### config.mk
export PLATFORM = sky130hd
export DESIGN_NAME = load_store_unit
export DESIGN_NICKNAME = d
export VERILOG_FILES = /design/src/rtl/lsu_pkg.sv /design/src/rtl/lsu_align.sv /design/src/rtl/load_store_unit.sv
export SDC_FILE = /design/constraint.sdc
export NUM_CORES = 1
export LEC_CHECK = 0
export CAP_MARGIN = 20
export CORE_UTILIZATION = 47
export DETAILED_ROUTE_END_ITERATION = 8
export GPL_TIMING_DRIVEN = 0
export PLACE_DENSITY = 0.87
export SETUP_SLACK_MARGIN = 0.5
export SYNTH_ARGS = -nofsm -noshare
export SYNTH_HDL_FRONTEND = slang
export SYNTH_SLANG_ARGS = --single-unit
export TNS_END_PERCENT = 1
### constraint.sdc
create_clock -name clk -period 5.35 [get_ports clk]
set_clock_uncertainty 0.15 [all_clocks]
set_input_delay 1.07 -clock clk [delete_from_list [all_inputs] [get_ports clk]]
set_output_delay 1.07 -clock clk [all_outputs]
set_load 0.02 [all_outputs]
### src/rtl/lsu_pkg.sv
// lsu_pkg: shared types and constants for the load/store unit.
//   lsu_state_e  : IDLE / REQ / DONE transaction states
//   LOAD, STORE  : RV32I opcodes handled by the unit
//   LB..SW       : funct3 encodings for access size/signedness
//   access_ok()  : funct3 legality plus natural-alignment check
package lsu_pkg;

  typedef enum logic [1:0] {
    IDLE,
    REQ,
    DONE
  } lsu_state_e;

  localparam logic [6:0] LOAD  = 7'b0000011;
  localparam logic [6:0] STORE = 7'b0100011;

  localparam logic [2:0] LB  = 3'd0;
  localparam logic [2:0] LH  = 3'd1;
  localparam logic [2:0] LW  = 3'd2;
  localparam logic [2:0] LBU = 3'd4;
  localparam logic [2:0] LHU = 3'd5;
  localparam logic [2:0] SB  = 3'd0;
  localparam logic [2:0] SH  = 3'd1;
  localparam logic [2:0] SW  = 3'd2;

  // Unsigned variants (funct3[2]=1) exist only for loads.
  function automatic logic access_ok(input logic       is_store,
                                     input logic [2:0] f3,
                                     input logic [1:0] addr_lo);
    logic ok;
    ok = 1'b0;
    case (f3)
      3'd0:    ok = 1'b1;
      3'd1:    ok = ~addr_lo[0];
      3'd2:    ok = (addr_lo == 2'b00);
      3'd4:    ok = ~is_store;
      3'd5:    ok = ~is_store & ~addr_lo[0];
      default: ok = 1'b0;
    endcase
    return ok;
  endfunction

endpackage

### src/rtl/lsu_align.sv
// lsu_align: combinational lane logic for the load/store unit.
//   addr_lo   in  2   byte offset within the word
//   funct3    in  3   access size / signedness
//   is_store  in  1   1 = store, 0 = load
//   wr_data   in  32  store data (rs2)
//   rd_data   in  32  raw bus read word
//   byte_en   out 4   byte-lane enables
//   wdata     out 32  lane-replicated store data
//   load_ext  out 32  extracted and extended load value
module lsu_align
  import lsu_pkg::*;
(
  input  logic [1:0]  addr_lo,
  input  logic [2:0]  funct3,
  input  logic        is_store,
  input  logic [31:0] wr_data,
  input  logic [31:0] rd_data,
  output logic [3:0]  byte_en,
  output logic [31:0] wdata,
  output logic [31:0] load_ext
);

  logic [31:0] shifted;

  always_comb begin
    byte_en  = 4'b1111;
    wdata    = wr_data;
    load_ext = rd_data;
    // Bring the addressed lane down to bit 0.
    shifted  = rd_data >> {addr_lo, 3'b000};

    if (is_store) begin
      case (funct3)
        SB: begin
          byte_en = 4'b0001 << addr_lo;
          wdata   = {4{wr_data[7:0]}};
        end
        SH: begin
          byte_en = 4'b0011 << addr_lo;
          wdata   = {2{wr_data[15:0]}};
        end
        default: byte_en = 4'b1111;
      endcase
    end

    case (funct3)
      LB:      load_ext = {{24{shifted[7]}}, shifted[7:0]};
      LH:      load_ext = {{16{shifted[15]}}, shifted[15:0]};
      LBU:     load_ext = {24'h0, shifted[7:0]};
      LHU:     load_ext = {16'h0, shifted[15:0]};
      default: load_ext = rd_data;
    endcase
  end

endmodule

### src/rtl/load_store_unit.sv
// load_store_unit: single-outstanding data-memory access unit for RV32I.
// Accepts a load/store from execute, runs one req/ack bus transaction and
// returns extended load data with a one-cycle done pulse.
//   clk, rst (async, active-low)
//   ex_valid, opcode, funct3, read_address, write_address, store_data : execute side
//   mem_rdata, mem_ack                                                : bus inputs
//   mem_addr, mem_wdata, mem_byte_en, mem_read, mem_write             : bus outputs
//   load_data, done, err, busy                                        : writeback / stall
// Optional build macro LSU_TIMEOUT_EN adds a REQ watchdog of TIMEOUT_CYCLES cycles.
module load_store_unit
  import lsu_pkg::*;
#(
  parameter int unsigned TIMEOUT_CYCLES = 255
) (
  input  logic        clk,
  input  logic        rst,
  input  logic        ex_valid,
  input  logic [6:0]  opcode,
  input  logic [2:0]  funct3,
  input  logic [31:0] read_address,
  input  logic [31:0] write_address,
  input  logic [31:0] store_data,
  input  logic [31:0] mem_rdata,
  input  logic        mem_ack,
  output logic [31:0] mem_addr,
  output logic [31:0] mem_wdata,
  output logic [3:0]  mem_byte_en,
  output logic        mem_read,
  output logic        mem_write,
  output logic [31:0] load_data,
  output logic        done,
  output logic        err,
  output logic        busy
);

  lsu_state_e  state_q, state_d;
  logic [1:0]  addr_lo_q, addr_lo_d;
  logic [2:0]  funct3_q, funct3_d;
  logic        is_store_q, is_store_d;
  logic [31:0] mem_addr_q, mem_addr_d;
  logic [31:0] mem_wdata_q, mem_wdata_d;
  logic [3:0]  mem_byte_en_q, mem_byte_en_d;
  logic        mem_read_q, mem_read_d;
  logic        mem_write_q, mem_write_d;
  logic [31:0] load_data_q, load_data_d;
  logic        done_q, done_d;
  logic        err_q, err_d;
  logic        busy_q, busy_d;

`ifdef LSU_TIMEOUT_EN
  localparam int unsigned CW = ($clog2(TIMEOUT_CYCLES + 1) > 8) ? $clog2(TIMEOUT_CYCLES + 1) : 8;
  localparam logic [CW-1:0] CNT_LAST = CW'(TIMEOUT_CYCLES - 1);
  logic [CW-1:0] cnt_q, cnt_d;
`else
  localparam int unsigned unused_timeout = TIMEOUT_CYCLES;
`endif

  logic        in_load, in_store;
  logic [31:0] acc_addr;
  logic        legal;
  logic [1:0]  al_addr_lo;
  logic [2:0]  al_funct3;
  logic        al_is_store;
  logic [3:0]  al_byte_en;
  logic [31:0] al_wdata;
  logic [31:0] al_load;

  assign in_load  = (opcode == LOAD);
  assign in_store = (opcode == STORE);
  assign acc_addr = in_store ? write_address : read_address;
  assign legal    = access_ok(in_store, funct3, acc_addr[1:0]);

  // The single lane unit serves the incoming instruction at acceptance and
  // the registered access while waiting for the ack.
  assign al_addr_lo  = (state_q == REQ) ? addr_lo_q  : acc_addr[1:0];
  assign al_funct3   = (state_q == REQ) ? funct3_q   : funct3;
  assign al_is_store = (state_q == REQ) ? is_store_q : in_store;

  lsu_align u_align (
    .addr_lo  (al_addr_lo),
    .funct3   (al_funct3),
    .is_store (al_is_store),
    .wr_data  (store_data),
    .rd_data  (mem_rdata),
    .byte_en  (al_byte_en),
    .wdata    (al_wdata),
    .load_ext (al_load)
  );

  always_comb begin
    state_d       = state_q;
    addr_lo_d     = addr_lo_q;
    funct3_d      = funct3_q;
    is_store_d    = is_store_q;
    mem_addr_d    = mem_addr_q;
    mem_wdata_d   = mem_wdata_q;
    mem_byte_en_d = mem_byte_en_q;
    mem_read_d    = mem_read_q;
    mem_write_d   = mem_write_q;
    load_data_d   = load_data_q;
    err_d         = err_q;
    done_d        = 1'b0;
`ifdef LSU_TIMEOUT_EN
    cnt_d         = cnt_q;
`endif

    case (state_q)
      // DONE shares IDLE's acceptance so a new access can start on the
      // edge that leaves DONE.
      IDLE, DONE: begin
        state_d = IDLE;
        if (ex_valid && (in_load || in_store)) begin
          addr_lo_d   = acc_addr[1:0];
          funct3_d    = funct3;
          is_store_d  = in_store;
          load_data_d = '0;
          err_d       = ~legal;
          if (legal) begin
            state_d       = REQ;
            mem_addr_d    = {acc_addr[31:2], 2'b00};
            mem_wdata_d   = al_wdata;
            mem_byte_en_d = in_store ? al_byte_en : 4'b1111;
            mem_read_d    = in_load;
            mem_write_d   = in_store;
`ifdef LSU_TIMEOUT_EN
            cnt_d         = '0;
`endif
          end else begin
            state_d = DONE;
            done_d  = 1'b1;
          end
        end
      end
      REQ: begin
        if (mem_ack) begin
          state_d     = DONE;
          done_d      = 1'b1;
          mem_read_d  = 1'b0;
          mem_write_d = 1'b0;
          err_d       = 1'b0;
          load_data_d = is_store_q ? '0 : al_load;
        end
`ifdef LSU_TIMEOUT_EN
        else if (cnt_q == CNT_LAST) begin
          state_d     = DONE;
          done_d      = 1'b1;
          mem_read_d  = 1'b0;
          mem_write_d = 1'b0;
          err_d       = 1'b1;
          load_data_d = '0;
        end else begin
          cnt_d = cnt_q + 1'b1;
        end
`endif
      end
      default: state_d = IDLE;
    endcase

    busy_d = (state_d != IDLE);
  end

  always_ff @(posedge clk or negedge rst) begin
    if (!rst) begin
      state_q       <= IDLE;
      addr_lo_q     <= '0;
      funct3_q      <= '0;
      is_store_q    <= 1'b0;
      mem_addr_q    <= '0;
      mem_wdata_q   <= '0;
      mem_byte_en_q <= '0;
      mem_read_q    <= 1'b0;
      mem_write_q   <= 1'b0;
      load_data_q   <= '0;
      done_q        <= 1'b0;
      err_q         <= 1'b0;
      busy_q        <= 1'b0;
`ifdef LSU_TIMEOUT_EN
      cnt_q         <= '0;
`endif
    end else begin
      state_q       <= state_d;
      addr_lo_q     <= addr_lo_d;
      funct3_q      <= funct3_d;
      is_store_q    <= is_store_d;
      mem_addr_q    <= mem_addr_d;
      mem_wdata_q   <= mem_wdata_d;
      mem_byte_en_q <= mem_byte_en_d;
      mem_read_q    <= mem_read_d;
      mem_write_q   <= mem_write_d;
      load_data_q   <= load_data_d;
      done_q        <= done_d;
      err_q         <= err_d;
      busy_q        <= busy_d;
`ifdef LSU_TIMEOUT_EN
      cnt_q         <= cnt_d;
`endif
    end
  end

  assign mem_addr    = mem_addr_q;
  assign mem_wdata   = mem_wdata_q;
  assign mem_byte_en = mem_byte_en_q;
  assign mem_read    = mem_read_q;
  assign mem_write   = mem_write_q;
  assign load_data   = load_data_q;
  assign done        = done_q;
  assign err         = err_q;
  assign busy        = busy_q;

endmodule

* After elaboration in Yosys (flattened, before gate mapping) *
Cells that the tools add are included.

cells by class
  eq/ne operators = 14
  shift-type cells = 3
  multiplexer cells = 32
  bitwise gates (word level) = 4
  reductions and logical operators = 13

operators by type and width
  operator               count
  $mux W32               5
  $pmux W32 S2           2
  $pmux W32 S4           1
  $shr A32 B5 Y16        1
  $eq A3 B3 Y1 const B   4
  $mux W1                10
  $mux W2                4
  $mux W4                2
  $pmux W1 S2            4
  $pmux W4 S2            1
  $eq A7 B2 Y1 const B   1
  $eq A7 B6 Y1 const B   1
  $eq A3 B1 Y1 const B   2
  $logic_not A3 Y1       2
  $ne A2 B2 Y1 const B   3
  $reduce_and A3 Y1      2
  $pmux W1 S5            1
  $logic_not A2 Y1       2
  $pmux W2 S2            1
  $reduce_and A4 Y1      1
  $reduce_bool A2 Y1     2
  $shl A1 B2 Y4 const A  1
  $shl A2 B2 Y4 const A  1
  $eq A3 B2 Y1 const B   1
  9 further kinds        11

storage, ports and cells
  register bits = 111
  output and inout bits = 105
  word-level logic and storage cells = 79

* Longest topological paths before layout *
  depth in word-level cells = 9
  mapped depth = 10
  gate-level depth less buffers = 6

* By module *
From an unflattened synthesis, not the netlist that was laid out.

unflattened totals
  cell total of the unflattened synthesis = 591
  area, all modules = 6232.2 um^2

modules (own cells, without submodules)
  module           instances  cells an instance  area an instance (um^2)  seq. area each (um^2)
  load_store_unit  1          398                4972.3                   2777.7
  lsu_align        1          193                1260.0                   0.0

* Least setup slack after synthesis *
No wires, ideal clock.

  kind = input-to-reg
  from = in opcode[2]
  to = reg load_data_q[21] (netlist: load_data[21])
  setup time = 0.127 ns
  arrival = 2.766 ns
  data required time = 5.073 ns
  slack = 2.307 ns
  stages on the path = 8
  cells stage by stage = and4bb_1 -> buf_2 -> a211oi_2 -> nor3_4 -> mux2_4 -> a32oi_2 -> buf_6 -> a31oi_1

between the ends
  word-level cells in the longest chain between the ends = 8
  elaborated cells on any way between the ends = 13
  classes of those cells = eq/ne: 3; shift: 1; mux: 6; reduce/logical: 3

RTL lines
  item                  RTL line                text
  start, declared       load_store_unit.sv:18   input logic [6:0] opcode,
  $eq A7 B6 Y1          load_store_unit.sv:69   assign in_store = (opcode == STORE);
  $mux W32              load_store_unit.sv:70   assign acc_addr = in_store ? write_address : read_address;
  $mux W2               load_store_unit.sv:75   assign al_addr_lo = (state_q == REQ) ? addr_lo_q : acc_addr[1:0];
  $shr A32 B5 Y16       lsu_align.sv:30         shifted = rd_data >> {addr_lo, 3'b000};
  $pmux W32 S4          lsu_align.sv:46         case (funct3)
  $mux W32              load_store_unit.sv:141  load_data_d = is_store_q ? '0 : al_load;
  $mux W32              load_store_unit.sv:135  if (mem_ack) begin
  $pmux W32 S2          load_store_unit.sv:107  case (state_q)
  end signal, assigned  load_store_unit.sv:190  load_data_q <= load_data_d;
  end, declared         load_store_unit.sv:45   logic [31:0] load_data_q, load_data_d;

Several ways; a longest one is shown, not always the timed one. The select of a mux whose other input is x is not followed.
A chain may end at the register's enable or synchronous reset.

* Worst setup path after layout *
  from = in opcode[5]
  to = reg mem_wdata_q[21] (netlist: mem_wdata[21])

between the ends
  word-level cells in the longest chain between the ends = 6
  elaborated cells on any way between the ends = 13
  classes of those cells = eq/ne: 2; mux: 4; bitwise: 3; reduce/logical: 4

RTL lines
  item                                RTL line                      text
  $eq A7 B6 Y1                        load_store_unit.sv:69
  $mux W32                            load_store_unit.sv:70
  $not A1 Y1                          lsu_pkg.sv:34, lsu_pkg.sv:37
  $and A1 B1 Y1                       lsu_pkg.sv:37                 3'd5: ok = ~is_store & ~addr_lo[0];
  $pmux W1 S5                         lsu_pkg.sv:32                 case (f3)
  $reduce_and A3 Y1 (no source line)  -
  end signal, assigned                load_store_unit.sv:186        mem_wdata_q <= mem_wdata_d;
  end, declared                       load_store_unit.sv:41         logic [31:0] mem_wdata_q, mem_wdata_d;

Several ways; a longest one is shown, not always the timed one.

==> flow_summary.json <==
{
  "crit_arrival_ps": 3850,
  "worstPathRequired_ps": 5410,
  "start_util": 0.483,
  "power.density_mw_per_mm2": 237,
  "die_area_sq_mm": 0.0128,
  "fin_crit_sh": 0.707,
  "clockBufferDepth": 2,
  "finalCriticalPeriod_ps": 3780,
  "ys.flop_type": "dfrtp_1",
  "ys_types": 55,
  "synth_area_per_cell_sq_um": 9.97,
  "synth_cells": 584,
  "dr.pass1.iters": 7,
  "grt_pass1_vias": 5999,
  "hold_viol_final": 0,
  "ios": 247,
  "finalSetupViolCount": 0,
  "drive_above_1_share": 0.0782,
  "place_area_sq_mm": 0.00848,
  "h-tree-depth": 3,
  "path_clk_slew_ps": 70,
  "r2r_start": "state_q[0]$_DFF_PN0_",
  "synth_most_common_cell": "o21ai_0",
  "grt_setup_unrepaired": "no",
  "syn_area_sq_mm": 0.00582,
  "antenna_found_initial": 0,
  "die_w_um": 113,
  "max-cap-violations": 0,
  "setup_tns_ps": 0,
  "areaGrowthSynthToFinish_pct": 51.1,
  "grt_max_degree": 60,
  "antennaDiodeCount": 0,
  "synth.area.top_cells": "dfrtp_1 48%, o21ai_0 11%, mux2i_1 8.6%",
  "fin_area_sq_mm": 0.00880,
  "reg2reg_to": "load_data[22]$_DFFE_PN0P_",
  "slew_violations": 0,
  "start_kind": "primary input",
  "drt-total-wl_mm": 19.6,
  "die-height_um": 113,
  "io_buffers": 242,
  "clock-sinks": 111,
  "async_reset_ff_frac": 1.00,
  "drtIter0Drc": 303,
  "slew_headroom": 0.442,
  "crit_type": "primary input to register",
  "nets": 981,
  "hold_end": "funct3_q[2]$_DFFE_PN0P_",
  "vdd_drop_max_uv": 162,
  "yosys_warnings": 0,
  "synth_top_area_share": 0.477,
  "hp-class": "register to register",
  "synth_edf_count": 0,
  "setup.worst_path.end_class": "register",
  "reg2reg_slack_ps": 2520,
  "status": "complete, no violations",
  "hold-path-cell-count": 2,
  "p_leak_nw": 3.76,
  "fp-row-count": 40,
  "path_max_fanout": 10,
  "max_freq_ghz": 0.264,
  "postCtsHoldBufs": 0,
  "gp_congestion": 0.916,
  "vias_per_cell": 5.86,
  "numCtsBuffers": 9,
  "hold_start": "funct3_q[2]$_DFFE_PN0P_",
  "yosysSeqAreaShare": 0.477,
  "hpwl_mm": 15.0,
  "antenna_left": 0,
  "cts_setup_buffers": 0,
  "design.core.area_sq_mm": 0.0121,
  "ys_top_cells_by_count": "129 x o21ai_0, 111 x dfrtp_1, 58 x nand2_1",
  "cts_tree": "done",
  "yosysTopAreaCell": "dfrtp_1",
  "grt_pass1_wl_mm": 31.1,
  "tightest_slew_ps": 814,
  "via_count": 5930,
  "reg2reg_depth": 9,
  "cts-resized-gates": 0,
  "clock-root-buffer": "clkbuf_16",
  "route.detailed.drc": 0,
  "ys_ff_latch": 111,
  "grt.total_usage": 0.314,
  "clk_latency_ps": 350,
  "wl_per_cell_um": 19.4,
  "grt_overflow": 0
}
-- metrics by stage --
stage | utilization | cells | setup slack, ps | total power, mW | hold slack (ps)
2_1_floorplan | - | 585 | 2310 | 1.10 | 293
3_3_place_gp | 0.701 | 995 | -1140 | 1.35 | 310
3_5_place_dp | 0.703 | 996 | 1190 | 1.37 | 321
4_1_cts | 0.729 | 1012 | 1560 | 2.09 | 337
5_1_grt | 0.729 | 1012 | 1360 | 2.16 | 358
6_report | 0.729 | 1012 | 1570 | 2.08 | 335
-- power breakdown --
part	total (mW)	leakage (nW)	switching [mW]	internal, mW
Combinational	0.439	2.09	0.210	0.229
Clock	0.727	0.157	0.317	0.411
Sequential	0.917	1.51	0.0287	0.888
Total	2.08	3.76	0.555	1.53
-- routing by layer --
layer	track usage	up-vias	share of wire
met5	0	-	0
met4	0.125	0	0.027
met3	0.0686	48	0.080
met2	0.539	316	0.50
met1	0.384	2853	0.40
li1	-	2713	-
-- worst max-delay path, cell delays in order --
cell and delay [ps]:
clkdlybuf4s50_1 600, nor3b_4 400, nand2_1 310, nand2_1 200
a21o_1 330, nand2b_1 150, buf_2 210, clkbuf_1 370
o21ai_0 180
-- flip-flops by register name, indices dropped and copies added (netlist names), 2 cells and up --
register,flops
mem_addr,30
mem_byte_en,4
addr_lo_q,2
funct3_q,3
load_data,32
state_q,2
mem_wdata,32
-- how the worst max path moves through the flow --
| stage | start | endpoint | slack (ps) | depth (start not counted) |
|---|---|---|---|---|
| floorplan | opcode[2] | load_data[21]$_DFFE_PN0P_ | 2310 | 8 |
| global placement | rst | mem_wdata[6]$_DFFE_PN0P_ | -1140 | 1 |
| detailed placement | opcode[5] | mem_wdata[21]$_DFFE_PN0P_ | 1190 | 9 |
| CTS | opcode[5] | mem_wdata[21]$_DFFE_PN0P_ | 1560 | 9 |
| global route | opcode[5] | mem_wdata[22]$_DFFE_PN0P_ | 1360 | 9 |
| finish | opcode[5] | mem_wdata[21]$_DFFE_PN0P_ | 1570 | 9 |
-- layout by cell type (no fill, tap or decap), drive strengths merged, types with 10 or more instances in the layout --
master,count
mux2i,50
nand2,58
a211oi,26
buf,21
a22oi,15
mux2,19
clkbuf,41
clkdlybuf4s50,241
nor2,10
dfrtp,111
o21ai,136
a31oi,23
-- layout make-up --
type | count | area, sq um
buffer | 50 | 241
clock buffer | 10 | 229
clock inverter | 6 | 83.8
fill | 891 | 3260
inverter | 3 | 11.3
multi-input combinational | 421 | 2800
sequential | 111 | 2780
tap | 168 | 210
timing repair buffer | 243 | 2450
-- kinds of logic after synthesis --
family          Yosys count  share of synthesized area
buf+inv                  53                     0.0434
simple gates            105                     0.0963
flops                   111                      0.477
compound gates          245                      0.258
other cells               1                   0.000644
mux                      69                      0.125
(Power assumes the default switching activity.)
